File: config.mk
export PLATFORM = sky130hd
export DESIGN_NAME = div_req_ctrl_flat
export DESIGN_NICKNAME = d
export VERILOG_FILES = /design/src/rtl/div_req_ctrl_pkg.sv /design/src/rtl/div_req_ctrl_if.sv /design/src/rtl/div_req_ctrl_sign_fix.sv /design/src/rtl/div_req_ctrl.sv /design/src/flat_wrapper.sv
export SDC_FILE = /design/constraint.sdc
export NUM_CORES = 1
export LEC_CHECK = 0
export ABC_AREA = 1
export BUFFER_PORTS_ARGS = -buffer_cell sky130_fd_sc_hd__buf_2
export CAP_MARGIN = 40
export CORE_ASPECT_RATIO = 0.7
export CORE_MARGIN = 1
export CORE_UTILIZATION = 48
export CTS_BUF_LIST = sky130_fd_sc_hd__clkbuf_4 sky130_fd_sc_hd__clkbuf_8
export CTS_CLUSTER_DIAMETER = 60
export DETAILED_ROUTE_END_ITERATION = 8
export GPL_ROUTABILITY_DRIVEN = 0
export PLACE_DENSITY_LB_ADDON = 0.25
export SYNTH_ARGS = -nofsm -noshare
export SYNTH_HDL_FRONTEND = slang
export SYNTH_HIERARCHICAL = 1
export SYNTH_SLANG_ARGS = --single-unit
export TNS_END_PERCENT = 30
File: constraint.sdc
create_clock -name aclk -period 4.1 [get_ports aclk]
set_clock_uncertainty 0.1 [all_clocks]
set_input_delay 0.205 -clock aclk [delete_from_list [all_inputs] [get_ports aclk]]
set_output_delay 0.205 -clock aclk [all_outputs]
set_load 0.02 [all_outputs]
File: src/rtl/div_req_ctrl_pkg.sv
// rtl/div_req_ctrl_pkg.sv - shared types, width default and dout split helper for div_req_ctrl
package div_ctrl_pkg;

    localparam int DIV_WIDTH_DEFAULT = 32;

    typedef enum logic [1:0] {
        ST_IDLE  = 2'd0,
        ST_ISSUE = 2'd1,
        ST_WAIT  = 2'd2,
        ST_RESP  = 2'd3
    } div_state_e;

    typedef struct packed {
        logic [DIV_WIDTH_DEFAULT-1:0] q;
        logic [DIV_WIDTH_DEFAULT-1:0] r;
    } div_res_t;

    // The IP packs the quotient in the upper half and the remainder in the lower half.
    function automatic div_res_t div_split(input logic [2*DIV_WIDTH_DEFAULT-1:0] dout);
        div_res_t res;
        res.q = dout[2*DIV_WIDTH_DEFAULT-1:DIV_WIDTH_DEFAULT];
        res.r = dout[DIV_WIDTH_DEFAULT-1:0];
        return res;
    endfunction

endpackage

File: src/rtl/div_req_ctrl_if.sv
// rtl/div_req_ctrl_if.sv - request/response port and divider IP AXIS channels for div_req_ctrl
interface div_req_ctrl_if #(
    parameter int WIDTH = 32
);
    logic             req_valid;
    logic             req_ready;
    logic             req_signed;
    logic             req_rem;
    logic [WIDTH-1:0] req_a;
    logic [WIDTH-1:0] req_b;

    logic             rsp_valid;
    logic             rsp_ready;
    logic [WIDTH-1:0] rsp_data;
    logic             rsp_divz;

    logic             s_axis_divisor_tvalid;
    logic             s_axis_divisor_tready;
    logic [WIDTH-1:0] s_axis_divisor_tdata;
    logic             s_axis_dividend_tvalid;
    logic             s_axis_dividend_tready;
    logic [WIDTH-1:0] s_axis_dividend_tdata;

    logic               m_axis_dout_tvalid;
    logic [2*WIDTH-1:0] m_axis_dout_tdata;

    // Controller side
    modport slave (
        input  req_valid, req_signed, req_rem, req_a, req_b, rsp_ready,
        input  s_axis_divisor_tready, s_axis_dividend_tready,
        input  m_axis_dout_tvalid, m_axis_dout_tdata,
        output req_ready, rsp_valid, rsp_data, rsp_divz,
        output s_axis_divisor_tvalid, s_axis_divisor_tdata,
        output s_axis_dividend_tvalid, s_axis_dividend_tdata
    );

    // Execute stage plus divider IP side
    modport master (
        output req_valid, req_signed, req_rem, req_a, req_b, rsp_ready,
        output s_axis_divisor_tready, s_axis_dividend_tready,
        output m_axis_dout_tvalid, m_axis_dout_tdata,
        input  req_ready, rsp_valid, rsp_data, rsp_divz,
        input  s_axis_divisor_tvalid, s_axis_divisor_tdata,
        input  s_axis_dividend_tvalid, s_axis_dividend_tdata
    );

endinterface

File: src/rtl/div_req_ctrl_sign_fix.sv
// rtl/div_req_ctrl_sign_fix.sv - two-lane conditional two's complement negate (built only with DIV_SIGNED_EN)
`ifdef DIV_SIGNED_EN
module div_sign_fix
    import div_ctrl_pkg::*;
#(
    parameter int WIDTH = DIV_WIDTH_DEFAULT
) (
    input  logic [WIDTH-1:0] in_a,
    input  logic             neg_a,
    input  logic [WIDTH-1:0] in_b,
    input  logic             neg_b,
    output logic [WIDTH-1:0] out_a,
    output logic [WIDTH-1:0] out_b
);

    // Negation wraps at WIDTH bits, so the most negative value maps to itself.
    always_comb begin
        out_a = neg_a ? (~in_a + {{(WIDTH-1){1'b0}}, 1'b1}) : in_a;
        out_b = neg_b ? (~in_b + {{(WIDTH-1){1'b0}}, 1'b1}) : in_b;
    end

endmodule
`endif

File: src/rtl/div_req_ctrl.sv
// rtl/div_req_ctrl.sv - divider IP request/response controller; optional signed path under DIV_SIGNED_EN
module div_req_ctrl
    import div_ctrl_pkg::*;
#(
    parameter int WIDTH = DIV_WIDTH_DEFAULT
) (
    input  logic         aclk,
    input  logic         areset,
    div_req_ctrl_if.slave bus
);

    div_state_e       state;
    div_state_e       state_nxt;
    logic             rem_sel;
    logic [WIDTH-1:0] mag_a;
    logic [WIDTH-1:0] mag_b;
    logic [WIDTH-1:0] fix_q;
    logic [WIDTH-1:0] fix_r;
    logic             divisor_hs;
    logic             dividend_hs;
    div_res_t         split;

    assign split       = div_split(bus.m_axis_dout_tdata);
    assign divisor_hs  = bus.s_axis_divisor_tvalid & bus.s_axis_divisor_tready;
    assign dividend_hs = bus.s_axis_dividend_tvalid & bus.s_axis_dividend_tready;

`ifdef DIV_SIGNED_EN
    logic neg_a_in;
    logic neg_b_in;
    logic neg_q;
    logic neg_r;

    assign neg_a_in = bus.req_signed & bus.req_a[WIDTH-1];
    assign neg_b_in = bus.req_signed & bus.req_b[WIDTH-1];

    div_sign_fix #(.WIDTH(WIDTH)) u_operand_fix (
        .in_a  (bus.req_a),
        .neg_a (neg_a_in),
        .in_b  (bus.req_b),
        .neg_b (neg_b_in),
        .out_a (mag_a),
        .out_b (mag_b)
    );

    div_sign_fix #(.WIDTH(WIDTH)) u_result_fix (
        .in_a  (split.q),
        .neg_a (neg_q),
        .in_b  (split.r),
        .neg_b (neg_r),
        .out_a (fix_q),
        .out_b (fix_r)
    );

    // Result signs: quotient negative when operand signs differ, remainder follows the dividend.
    always_ff @(posedge aclk or posedge areset) begin
        if (areset) begin
            neg_q <= 1'b0;
            neg_r <= 1'b0;
        end else if (state == ST_IDLE && bus.req_valid) begin
            neg_q <= neg_a_in ^ neg_b_in;
            neg_r <= neg_a_in;
        end
    end
`else
    logic unused_req_signed;

    assign unused_req_signed = bus.req_signed;
    assign mag_a             = bus.req_a;
    assign mag_b             = bus.req_b;
    assign fix_q             = split.q;
    assign fix_r             = split.r;
`endif

    // State register
    always_ff @(posedge aclk or posedge areset) begin
        if (areset) begin
            state <= ST_IDLE;
        end else begin
            state <= state_nxt;
        end
    end

    // Next state: ISSUE waits for both operand channels, each of which may complete in any order.
    always_comb begin
        state_nxt = state;
        case (state)
            ST_IDLE: begin
                if (bus.req_valid) begin
                    state_nxt = (bus.req_b == '0) ? ST_RESP : ST_ISSUE;
                end
            end
            ST_ISSUE: begin
                if ((!bus.s_axis_divisor_tvalid || divisor_hs) &&
                    (!bus.s_axis_dividend_tvalid || dividend_hs)) begin
                    state_nxt = ST_WAIT;
                end
            end
            ST_WAIT: begin
                if (bus.m_axis_dout_tvalid) begin
                    state_nxt = ST_RESP;
                end
            end
            ST_RESP: begin
                if (bus.rsp_ready) begin
                    state_nxt = ST_IDLE;
                end
            end
            default: state_nxt = ST_IDLE;
        endcase
    end

    // Handshake outputs decoded from state; req_ready is forced low while reset is held.
    always_comb begin
        bus.req_ready = (state == ST_IDLE) && !areset;
        bus.rsp_valid = (state == ST_RESP);
    end

    // Operand channels: both raised on accept, each dropped after its own handshake, tdata frozen meanwhile.
    always_ff @(posedge aclk or posedge areset) begin
        if (areset) begin
            bus.s_axis_divisor_tvalid  <= 1'b0;
            bus.s_axis_divisor_tdata   <= '0;
            bus.s_axis_dividend_tvalid <= 1'b0;
            bus.s_axis_dividend_tdata  <= '0;
        end else begin
            case (state)
                ST_IDLE: begin
                    if (bus.req_valid && bus.req_b != '0) begin
                        bus.s_axis_divisor_tvalid  <= 1'b1;
                        bus.s_axis_divisor_tdata   <= mag_b;
                        bus.s_axis_dividend_tvalid <= 1'b1;
                        bus.s_axis_dividend_tdata  <= mag_a;
                    end
                end
                ST_ISSUE: begin
                    if (divisor_hs) begin
                        bus.s_axis_divisor_tvalid <= 1'b0;
                    end
                    if (dividend_hs) begin
                        bus.s_axis_dividend_tvalid <= 1'b0;
                    end
                end
                default: ;
            endcase
        end
    end

    // Response register: divide-by-zero result is formed at accept, IP results only while in WAIT.
    always_ff @(posedge aclk or posedge areset) begin
        if (areset) begin
            rem_sel      <= 1'b0;
            bus.rsp_data <= '0;
            bus.rsp_divz <= 1'b0;
        end else begin
            case (state)
                ST_IDLE: begin
                    if (bus.req_valid) begin
                        rem_sel <= bus.req_rem;
                        if (bus.req_b == '0) begin
                            bus.rsp_data <= bus.req_rem ? bus.req_a : '1;
                            bus.rsp_divz <= 1'b1;
                        end else begin
                            bus.rsp_divz <= 1'b0;
                        end
                    end
                end
                ST_WAIT: begin
                    if (bus.m_axis_dout_tvalid) begin
                        bus.rsp_data <= rem_sel ? fix_r : fix_q;
                    end
                end
                default: ;
            endcase
        end
    end

endmodule

File: src/flat_wrapper.sv
// flat-port wrapper written by rule: the top's interface ports become plain ports
module div_req_ctrl_flat import div_ctrl_pkg::*;
#(
    parameter int WIDTH = DIV_WIDTH_DEFAULT
)
  (aclk, areset, bus_req_valid, bus_req_signed, bus_req_rem, bus_req_a, bus_req_b, bus_rsp_ready, bus_s_axis_divisor_tready, bus_s_axis_dividend_tready, bus_m_axis_dout_tvalid, bus_m_axis_dout_tdata, bus_req_ready, bus_rsp_valid, bus_rsp_data, bus_rsp_divz, bus_s_axis_divisor_tvalid, bus_s_axis_divisor_tdata, bus_s_axis_dividend_tvalid, bus_s_axis_dividend_tdata);
  div_req_ctrl_if #(.WIDTH(WIDTH)) bus_i ();
  input  logic aclk;
  input  logic areset;
  input wire logic [$bits(bus_i.req_valid)-1:0] bus_req_valid;
  input wire logic [$bits(bus_i.req_signed)-1:0] bus_req_signed;
  input wire logic [$bits(bus_i.req_rem)-1:0] bus_req_rem;
  input wire logic [$bits(bus_i.req_a)-1:0] bus_req_a;
  input wire logic [$bits(bus_i.req_b)-1:0] bus_req_b;
  input wire logic [$bits(bus_i.rsp_ready)-1:0] bus_rsp_ready;
  input wire logic [$bits(bus_i.s_axis_divisor_tready)-1:0] bus_s_axis_divisor_tready;
  input wire logic [$bits(bus_i.s_axis_dividend_tready)-1:0] bus_s_axis_dividend_tready;
  input wire logic [$bits(bus_i.m_axis_dout_tvalid)-1:0] bus_m_axis_dout_tvalid;
  input wire logic [$bits(bus_i.m_axis_dout_tdata)-1:0] bus_m_axis_dout_tdata;
  output wire logic [$bits(bus_i.req_ready)-1:0] bus_req_ready;
  output wire logic [$bits(bus_i.rsp_valid)-1:0] bus_rsp_valid;
  output wire logic [$bits(bus_i.rsp_data)-1:0] bus_rsp_data;
  output wire logic [$bits(bus_i.rsp_divz)-1:0] bus_rsp_divz;
  output wire logic [$bits(bus_i.s_axis_divisor_tvalid)-1:0] bus_s_axis_divisor_tvalid;
  output wire logic [$bits(bus_i.s_axis_divisor_tdata)-1:0] bus_s_axis_divisor_tdata;
  output wire logic [$bits(bus_i.s_axis_dividend_tvalid)-1:0] bus_s_axis_dividend_tvalid;
  output wire logic [$bits(bus_i.s_axis_dividend_tdata)-1:0] bus_s_axis_dividend_tdata;
  assign bus_i.req_valid = bus_req_valid;
  assign bus_i.req_signed = bus_req_signed;
  assign bus_i.req_rem = bus_req_rem;
  assign bus_i.req_a = bus_req_a;
  assign bus_i.req_b = bus_req_b;
  assign bus_i.rsp_ready = bus_rsp_ready;
  assign bus_i.s_axis_divisor_tready = bus_s_axis_divisor_tready;
  assign bus_i.s_axis_dividend_tready = bus_s_axis_dividend_tready;
  assign bus_i.m_axis_dout_tvalid = bus_m_axis_dout_tvalid;
  assign bus_i.m_axis_dout_tdata = bus_m_axis_dout_tdata;
  assign bus_req_ready = bus_i.req_ready;
  assign bus_rsp_valid = bus_i.rsp_valid;
  assign bus_rsp_data = bus_i.rsp_data;
  assign bus_rsp_divz = bus_i.rsp_divz;
  assign bus_s_axis_divisor_tvalid = bus_i.s_axis_divisor_tvalid;
  assign bus_s_axis_divisor_tdata = bus_i.s_axis_divisor_tdata;
  assign bus_s_axis_dividend_tvalid = bus_i.s_axis_dividend_tvalid;
  assign bus_s_axis_dividend_tdata = bus_i.s_axis_dividend_tdata;
  div_req_ctrl #(.WIDTH(WIDTH)) u_core (.aclk(aclk), .areset(areset), .bus(bus_i));
endmodule
==> run_results.csv <==
group,metric,value,unit
status,status,"complete, no violations",
critical_path,cp_slowest_stage_delay,0.54,ns
synth,netlist-cell-type-count,21,
layout,n_antenna_cell,0,
timing,fmax,354.2,MHz
clock_network,ctsResizeCount,0,
placed_design,port_buffers,236,
floorplan,die_area,10630,µm²
routing,ant_nets,0,
layout,final_util,66.51,%
global_routing,antenna_found_initial,1,
critical_path,critPathKind,"input pin to flop",
clock_network,clkTransAtPathRegs,0.09,ns
timing,maxSlewViolCount,0,
critical_path,end_kind,"flop",
synth,ys_top_cells_by_area,"dfrtp_1, nand2_1, inv_1, nand3_1, o21ai_0",
layout,drive_gt1_share,31.49,%
floorplan,initial_core_util,50.05,%
timing,setup_ws,1.277,ns
global_routing,grt_pass1_wl,22140,µm
critical_path,critPathLaunch,"bus_req_b[6]",
layout,finalNetCount,984,
synth,synth_cells,607,
placed_design,hpwl,10040,µm
timing,fin_crit_sh,68.86,%
clock_network,htree_levels,3,
synth,ys.warnings.count,6,
layout,instances_no_fill,976,
layout,area_delta_synth_final,32.89,%
routing,drc,0,
timing,finalSetupViolCount,0,
synth,ys_top_cells_by_count,"nand2_1, dfrtp_1, inv_1",
global_routing,overflow,0,
critical_path,r2r-end,"u_core/bus.s_axis_dividend_tdata[28]",
critical_path,cp.depth,13,
power,power_density,798.9,nW/µm²
routing,drt_iter0_drc,296,
critical_path,path_cells,"dlygate4sd3_1 > buf_2 > inv_1 > nand2_1 > nor2_1 > nand2_1 > nor2_1 > nand2_1 > nand2_2 > buf_4 > nand2_2 > nand2_1 > nand2_1",
synth,yosysMostFrequentCell,"nand2_1",
power,vdd_drop_max,454.2,µV
critical_path,worstPathArrival,2.96,ns
critical_path,cp.required,4.24,ns
critical_path,path_buf_inv,4,
timing,fin_setup_tns,0,ns
run,maxCapViolCount,0,
synth,synth_nets,748,
critical_path,slowest_stage,"dlygate4sd3_1",
global_routing,grt_max_degree,91,
layout,fillCellCount,860,
floorplan,io_pins,238,
critical_path,cp_common_cell,"nand2_1",
timing,maxSlewHeadroom,47.26,%
critical_path,path_delay_family,"simple AND/OR/NAND/NOR gates",
floorplan,fp.dieH,86.57,µm
synth,synth-edff-count,0,
timing,finalHoldViolCount,0,
floorplan,fp.dieW,122.8,µm
min_path,hp-class,"input pin to flop",
routing,vias,5021,
routing,routedWlPerCell,14.59,µm
clock_network,clk_latency,0.35,ns
critical_path,reg2reg_depth,8,
synth,synth_area,4903,µm²
clock_network,cts_sinks,102,
critical_path,r2r-start,"u_core/state[0]",
global_routing,grt_use_total,27.06,%
synth,synth_ff_type,"dfrtp_1",
clock_network,cts_buffers,9,
placed_design,post-place-ws,1.472,ns
routing,vias_per_cell,5.144,
critical_path,crit_path_end,"u_core/bus.rsp_data[29]",
placed_design,dp_cells,941,
clock_network,cts_root_buf,"clkbuf_8",
routing,drtPass1Iterations,7,
critical_path,worstSetupStartpointType,"input pin",
routing,drt_wl_total,14240,µm
synth,avgSynthCellArea,8.078,µm²
placed_design,place_area,6141,µm²
critical_path,r2r_setup_slack,1.73,ns
clock_network,cts_tree,"built",
timing,tightestPinTransition,0.7882,ns
critical_path,cp_max_fo,34,
global_routing,grt_pass1_vias,4651,
synth,yosysTopAreaCell,"dfrtp_1",
synth,ys_seq_elements,102,
floorplan,core-area,9797,µm²
timing,min_period,2.823,ns
clock_network,clk_path_buf_depth,2,
floorplan,rows,30,
synth,synth_top_area_share,52.05,%
timing,rsz0062_at_grt,"false",
layout,finalInstanceArea,6516,µm²
synth,async_flop_share,100.0,%
synth,ys_seq_area_share,52.05,%
power,power_leakage,0.003729,µW
[kinds of logic (layout without fill, tap and decap cells)]
group / count (synthesis) / count (layout) / share of synthesized area [%]
buf+inv: 109 / 350 / 10.16
compound gates: 125 / 125 / 14.95
fa+ha+maj: 4 / 4 / 1.021
simple gates: 267 / 267 / 21.82
flops: 102 / 102 / 52.05
[metrics by stage]
stage	total power (µW)	hold slack (ns)
after detailed placement	4617	0.02171
final	5206	0.01686
after global routing	5617	0.004405
after CTS	5232	0.001642
after floorplan	3701	0.2375
after global placement	4471	0.3497
[cell type report]
type | count | area, µm² | share of cell area, %
tap | 128 | 160.2 | 2.458
clock buffer | 11 | 151.4 | 2.323
sequential | 102 | 2552 | 39.17
inverter | 71 | 269.0 | 4.128
multi-input combinational | 396 | 1858 | 28.51
timing repair buffer | 263 | 1491 | 22.89
clock inverter | 5 | 33.78 | 0.5184
[worst min-delay path, stage by stage]
cell and delay [ns]:
buf_2 0.10, inv_1 0.06, o21ai_1 0.06
[worst min path at each step]
stage                                          end  depth (start not counted)                   start  slack, ns
2_1_floorplan  u_core/bus.s_axis_divisor_tdata[19]                          2           bus_req_b[19]       0.24
5_1_grt         u_core/bus.s_axis_divisor_tdata[0]                          3            bus_req_b[0]      0.004
3_5_place_dp   u_core/bus.s_axis_divisor_tdata[26]                          2                  areset       0.02
6_report       u_core/bus.s_axis_divisor_tdata[18]                          3           bus_req_b[18]       0.02
3_3_place_gp                u_core/bus.rsp_data[7]                          2  u_core/bus.rsp_data[7]       0.35
4_1_cts         u_core/bus.s_axis_divisor_tdata[0]                          3            bus_req_b[0]      0.002
[power by group]
part / switching [µW] / internal (µW) / total, µW
Sequential: 258 / 1510 / 1770
Combinational: 1930 / 918 / 2850
Clock: 339 / 253 / 592
[what timing repair did]
| action | CTS | global route |
|---|---|---|
| hold buffers | 18 | 1 |
| buffers inserted | 0 | 0 |
| setup endpoints to repair | 0 | 0 |
| hold endpoints to repair | 90 | 1 |
[metal layers]
layer | GRT usage, % | up-vias | part of all wire [%]
li1 | - | 2432 | -
met1 | 35.50 | 2325 | 42
met2 | 44.33 | 232 | 48
met3 | 6.447 | 30 | 8.1
met4 | 8.869 | 2 | 2.1
met5 | 0 | - | 0.070
[flip-flops by register name, summed over array words and instances (netlist names)]
name                               flops
u_core/bus.rsp_data                   32
u_core/bus.rsp_divz                    1
u_core/bus.s_axis_dividend_tdata      32
u_core/bus.s_axis_dividend_tvalid      1
u_core/bus.s_axis_divisor_tdata       32
u_core/bus.s_axis_divisor_tvalid       1
u_core/rem_sel                         1
u_core/state                           2
[cell usage in the layout, fill, tap and decap left out, types with 3 or more instances in the layout]
cell type      netlist  layout
a32oi_1             21      21
dfrtp_1            102     102
dlygate4sd3_1        0      19
nor2_1              22      22
buf_16               0       3
buf_4                4       5
clkbuf_8             0      11
nand3_1             44      44
inv_1               69      68
nand2_1            196     196
o21ai_1             17      17
o21ai_0             44      44
ha_1                 4       4
a22oi_1             10      10
a21oi_1             31      31
buf_2               11     236
(Power assumes the default switching activity.)
